File: config.mk
export PLATFORM = sky130hd
export DESIGN_NAME = main_ctrl
export DESIGN_NICKNAME = d
export VERILOG_FILES = /design/src/rtl/main_ctrl.sv
export SDC_FILE = /design/constraint.sdc
export NUM_CORES = 1
export LEC_CHECK = 0
export BUFFER_PORTS_ARGS = -buffer_cell sky130_fd_sc_hd__buf_4
export CAP_MARGIN = 10
export CORE_UTILIZATION = 35
export DETAILED_ROUTE_END_ITERATION = 12
export SETUP_SLACK_MARGIN = 0.4
export SYNTH_ARGS = -nofsm -noshare
export SYNTH_HDL_FRONTEND = slang
export SYNTH_SLANG_ARGS = --single-unit
File: constraint.sdc
create_clock -name clk -period 5.18 [get_ports clk]
set_input_delay 0.518 -clock clk [delete_from_list [all_inputs] [get_ports clk]]
set_output_delay 0.518 -clock clk [all_outputs]
set_load 0.005 [all_outputs]
File: src/rtl/main_ctrl.sv
// Session timer/controller driving a mode digit and two action digits on 7-segment displays.
// Optional input debounce filter enabled by defining DEBOUNCE_EN.
module main_ctrl #(
  parameter int unsigned TICKS_PER_SEC   = 50_000_000,
  parameter int unsigned COUNTDOWN_START = 60,
  parameter int unsigned DEBOUNCE_CYC    = 1_000_000
) (
  input  logic       clk,
  input  logic       reset,
  input  logic [1:0] mode_in,
  input  logic       write_mode,
  input  logic       hooked,
  input  logic       unhooked,
  output logic [6:0] out_mode,
  output logic [6:0] out1_action,
  output logic [6:0] out2_action
);

  typedef enum logic [1:0] {
    ST_IDLE,
    ST_ACTIVE,
    ST_EXPIRED
  } state_t;

  localparam int unsigned     PW        = $clog2(TICKS_PER_SEC + 1);
  localparam logic [PW-1:0]   PRESC_MAX = PW'(TICKS_PER_SEC - 1);
  localparam logic [6:0]      CD_START  = 7'(COUNTDOWN_START);

  localparam logic [6:0] SEG_DASH  = 7'h3F;
  localparam logic [6:0] SEG_E     = 7'h06;
  localparam logic [6:0] SEG_BLANK = 7'h7F;

  if (TICKS_PER_SEC < 1 || DEBOUNCE_CYC < 1 || COUNTDOWN_START > 99) begin : g_bad_param
    $error("main_ctrl: invalid parameter value");
  end

  function automatic logic [6:0] seg_digit(input logic [3:0] d);
    logic [6:0] s;
    case (d)
      4'd0:    s = 7'h40;
      4'd1:    s = 7'h79;
      4'd2:    s = 7'h24;
      4'd3:    s = 7'h30;
      4'd4:    s = 7'h19;
      4'd5:    s = 7'h12;
      4'd6:    s = 7'h02;
      4'd7:    s = 7'h78;
      4'd8:    s = 7'h00;
      4'd9:    s = 7'h10;
      default: s = SEG_BLANK;
    endcase
    return s;
  endfunction

  // Bit order of the input vectors: {unhooked, hooked, write_mode}
  logic [2:0] raw;
  logic [2:0] sync1_q, sync2_q;
  logic [2:0] filt;
  logic [2:0] prev_q;
  logic [2:0] ev_q;

  assign raw = {unhooked, hooked, write_mode};

  always_ff @(posedge clk or posedge reset) begin
    if (reset) begin
      sync1_q <= '0;
      sync2_q <= '0;
      prev_q  <= '0;
      ev_q    <= '0;
    end else begin
      sync1_q <= raw;
      sync2_q <= sync1_q;
      prev_q  <= filt;
      ev_q    <= filt & ~prev_q;
    end
  end

`ifdef DEBOUNCE_EN
  localparam int unsigned DW = $clog2(DEBOUNCE_CYC + 1);
  localparam logic [DW-1:0] DB_MAX = DW'(DEBOUNCE_CYC - 1);

  logic [DW-1:0] db_cnt_q [3];
  logic [2:0]    db_lvl_q;

  // Filtered level flips only after the synchronized input has differed for DEBOUNCE_CYC cycles in a row.
  always_ff @(posedge clk or posedge reset) begin
    if (reset) begin
      for (int unsigned i = 0; i < 3; i++) db_cnt_q[i] <= '0;
      db_lvl_q <= '0;
    end else begin
      for (int unsigned i = 0; i < 3; i++) begin
        if (sync2_q[i] == db_lvl_q[i]) begin
          db_cnt_q[i] <= '0;
        end else if (db_cnt_q[i] == DB_MAX) begin
          db_lvl_q[i] <= sync2_q[i];
          db_cnt_q[i] <= '0;
        end else begin
          db_cnt_q[i] <= db_cnt_q[i] + 1'b1;
        end
      end
    end
  end

  assign filt = db_lvl_q;
`else
  assign filt = sync2_q;
`endif

  logic ev_wm, ev_hk, ev_uh;
  assign ev_wm = ev_q[0];
  assign ev_hk = ev_q[1];
  assign ev_uh = ev_q[2];

  state_t        state_q;
  logic [1:0]    mode_q;
  logic [6:0]    counter_q;
  logic [PW-1:0] presc_q;
  logic [6:0]    out_mode_q, out1_q, out2_q;
  logic          tick;
  logic [3:0]    tens, units;

  assign tick  = (state_q == ST_ACTIVE) && (presc_q == PRESC_MAX);
  assign tens  = 4'(counter_q / 7'd10);
  assign units = 4'(counter_q % 7'd10);

  always_ff @(posedge clk or posedge reset) begin
    if (reset) begin
      state_q    <= ST_IDLE;
      mode_q     <= '0;
      counter_q  <= '0;
      presc_q    <= '0;
      out_mode_q <= 7'h40;
      out1_q     <= SEG_DASH;
      out2_q     <= SEG_DASH;
    end else begin
      // Prescaler idles at zero outside ACTIVE, so every entry starts a full second.
      if (state_q == ST_ACTIVE) presc_q <= tick ? '0 : presc_q + 1'b1;
      else                      presc_q <= '0;

      out_mode_q <= seg_digit({2'b00, mode_q});

      case (state_q)
        ST_IDLE: begin
          if (ev_wm) begin
            mode_q     <= mode_in;
            out_mode_q <= seg_digit({2'b00, mode_in});
          end
          if (!ev_uh && ev_hk && mode_q != 2'd0) begin
            if (mode_q == 2'd3) begin
              counter_q <= CD_START;
              state_q   <= (CD_START == 7'd0) ? ST_EXPIRED : ST_ACTIVE;
            end else begin
              counter_q <= '0;
              state_q   <= ST_ACTIVE;
            end
          end
        end
        ST_ACTIVE: begin
          if (ev_uh) begin
            state_q <= ST_IDLE;
          end else if (tick) begin
            case (mode_q)
              2'd1: if (counter_q != 7'd99) counter_q <= counter_q + 1'b1;
              2'd2: counter_q <= (counter_q == 7'd99) ? '0 : counter_q + 1'b1;
              2'd3: begin
                if (counter_q <= 7'd1) begin
                  counter_q <= '0;
                  state_q   <= ST_EXPIRED;
                end else begin
                  counter_q <= counter_q - 1'b1;
                end
              end
              default: state_q <= ST_IDLE;
            endcase
          end
        end
        ST_EXPIRED: begin
          counter_q <= '0;
          if (ev_uh) state_q <= ST_IDLE;
        end
        default: state_q <= ST_IDLE;
      endcase

      case (state_q)
        ST_IDLE: begin
          out1_q <= (mode_q == 2'd0) ? SEG_BLANK : SEG_DASH;
          out2_q <= (mode_q == 2'd0) ? SEG_BLANK : SEG_DASH;
        end
        ST_ACTIVE: begin
          out1_q <= seg_digit(tens);
          out2_q <= seg_digit(units);
        end
        ST_EXPIRED: begin
          out1_q <= SEG_E;
          out2_q <= SEG_E;
        end
        default: begin
          out1_q <= SEG_DASH;
          out2_q <= SEG_DASH;
        end
      endcase
    end
  end

  assign out_mode    = out_mode_q;
  assign out1_action = out1_q;
  assign out2_action = out2_q;

endmodule

==> impl_metrics.csv <==
group,metric,value,unit
sta,hold_viol,0,
yosys,yosysTopAreaCell,"dfrtp_1",
placement,place.gp.congestion,0.814,
floorplan,die_h,114,um
finish,nNetsFinal,534,
worst_setup_path,start_kind,"register",
placement,placed_cells,649,
sta,finalCritPeriodShare,0.871,
clock_network,cts_max_level,3,
yosys,synthTopCellsByArea,"dfrtp_1, ha_1, dfstp_2",
yosys,synth_nets,508,
sta,worst_pin_slew,830,ps
clock_network,cts_sinks,68,
clock_network,insertion_delay,330,ps
placement,post_dp_cell_area,0.00475,mm2
grt,grt_usage,0.162,
sta,clock_skew,5.99,ps
routing,drcViolationCount,0,
sta,fmax,0.222,GHz
yosys,ys.flop_type,"dfrtp_1",
floorplan,start_util,0.362,
routing,detail_route.iter0.violations,309,
routing,via_per_inst,5.31,
worst_setup_path,crit_slowest_cell,"dfrtp_2",
yosys,ys_warn_count,0,
sta,rsz0062_at_grt,"no",
grt,grt_first_pass_wirelength,16800,um
finish,fin_cells,668,
sta,setup-violations-final,0,
routing,wl,9620,um
grt,grt.overflow.total,0,
worst_setup_path,arrival,4760,ps
finish,final_cell_area,0.00509,mm2
finish,num_antenna_cells,0,
yosys,synth.top_cell.area_share,0.312,
floorplan,fp-row-count,40,
yosys,synth_most_common_cell,"dfrtp_1",
worst_setup_path,end_kind,"register",
floorplan,die_x,114,um
grt,first_global_vias,3444,
pwr,p_leak,2.18,nW
outcome,status,"complete, no violations",
yosys,syn_inst,469,
floorplan,pin_count,28,
worst_setup_path,cp_max_fo,13,
flow_run,maxCapViolCount,0,
worst_setup_path,crit_chain,"inv_2 -> ha_1 -> and4b_1 -> o31a_1 -> a211o_1 -> a21oi_2 -> inv_1 -> ha_1 -> a2111oi_0 -> or3_4 -> o211ai_2 -> nand2_2 -> xnor2_2 -> inv_1 -> ha_1 -> a2111oi_2 -> a211oi_1",
sta,tns,0,ps
routing,drtAntennaViolNets,0,
clock_network,cts_tree,"built",
pwr,finalPower,3.63,mW
clock_network,root_buffer,"clkbuf_16",
yosys,ys_seq_area_frac,0.390,
grt,grt_max_degree,69,
yosys,avgSynthCellArea,9.40,um2
clock_network,cts_hold_buf,0,
grt,antenna_found_initial,0,
routing,vias,3546,
placement,numPortBuffers,26,
yosys,ys_ff_latch,68,
yosys,synthTopCellsByCount,"dfrtp_1, nor2_1, nand2_1",
sta,finalMaxSlewViolations,0,
placement,hpwl,6710,um
yosys,synth_edf_count,0,
min_path,hold_class,"primary input to register",
clock_network,clk_pin_slew,60,ps
floorplan,core_area,0.0122,mm2
yosys,synth.distinct_cells,79,
pwr,p_per_area,712,mW/mm2
yosys,synth_async_sr_flop_share,1.00,
floorplan,die_area,0.0130,mm2
worst_setup_path,critical_path_class,"register to register",
finish,drive_gt1_frac,0.184,
sta,min_period,4510,ps
finish,syn_to_final_growth,15.6,%
worst_setup_path,path_common_cell,"ha_1",
yosys,syn_area,0.00441,mm2
sta,slew_headroom,0.447,
worst_setup_path,required,5430,ps
pwr,ir_drop,0.000331,V
clock_network,cts-buffers-inserted,9,
worst_setup_path,slowest_delay,500,ps
clock_network,cts_buffer_depth,2,
routing,routedWlPerCell,14.4,um
routing,first_pass_iters,4,
==> final timing paths <==
path | start | end | slack, ps | cells after the start
worst max-delay path | counter_q[4]$_DFFE_PP0P_ | out2_action[0]$_DFF_PP1_ | 670 | 17
worst min-delay path | write_mode | sync1_q[0]$_DFF_PP0_ | 290 | 1
worst max register to register | counter_q[4]$_DFFE_PP0P_ | out2_action[0]$_DFF_PP1_ | 670 | 17
worst min register to register | sync1_q[2]$_DFF_PP0_ | filt[2]$_DFF_PP0_ | 350 | 0
max in group asynchronous | reset | counter_q[4]$_DFFE_PP0P_ | 4170 | 3
min in group asynchronous | reset | prev_q[2]$_DFF_PP0_ | 430 | 3
==> critical path: cells and delay by family (launching register included) <==
family | cells | cell delay (ps)
AOI/OAI and AO/OA | 7 | 1890
adders and majority gates | 3 | 860
and+or+nand+nor | 3 | 640
DFF | 1 | 500
buffers and inverters | 3 | 370
xor gates and xnor gates | 1 | 160
==> logic make-up (layout without fill, tap and decap cells) <==
family / after synthesis / count (layout) / synth area share
flip-flops: 68 / 68 / 0.390
XOR/XNOR: 26 / 26 / 0.0534
AO/OA/AOI/OAI: 116 / 116 / 0.197
multiplexers: 6 / 6 / 0.0153
AND/OR/NAND/NOR: 174 / 174 / 0.204
adder cells (fa/ha/maj): 33 / 33 / 0.0934
buffers and inverters: 45 / 76 / 0.0466
other: 1 / 1 / 0.000851
==> power breakdown <==
group	leakage (nW)	internal [mW]	switching (mW)
combinational	1.18	0.907	1.32
sequential	0.853	0.704	0.0779
clock	0.146	0.375	0.244
total	2.18	1.99	1.64
==> state kept, by name, indices dropped and copies added, names as in the netlist <==
signal,count
ev_q,3
mode_q,2
state_q,2
out1_action,7
counter_q,7
prev_q,3
sync1_q,3
presc_q,26
filt,3
out2_action,7
out_mode,5
==> final cells by class <==
class	count	area [um2]
multi-input combinational	356	2500
inverter	24	91.3
fill	1219	7070
clock inverter	7	73.8
tap	168	210
clock buffer	9	225
timing repair buffer	36	270
sequential	68	1720
==> metrics by stage <==
stage	hold slack, ps	setup WS, ps	util
CTS	277	461	0.415
detailed placement	337	334	0.391
finish	287	667	0.419
floorplan	331	847	-
global route	270	422	0.419
global placement	333	490	0.391
==> layer usage <==
metal	share of wire	vias up	GRT usage
met5	0	-	0
met4	0.011	0	0.0476
met3	0.050	12	0.0355
met2	0.45	82	0.249
met1	0.49	1719	0.227
li1	-	1733	-
==> layout by cell type (no fill, tap or decap), drive strengths merged, types with 7 or more instances in the layout <==
cell	n
nand3	17
clkbuf	9
nand2	35
inv	25
xnor2	13
o21ai	25
and3	9
a21oi	18
o21a	8
nor2b	7
buf	36
nor3	7
xor2	13
ha	32
and2	9
nor2	51
dfstp	13
nand4	9
dfrtp	55
==> repair_timing <==
action	in CTS	in global routing
pin swaps	0	1
endpoints found under the setup margin	4	8
resized for setup	1	5
setup buffers	0	3
(Power assumes the default switching activity.)
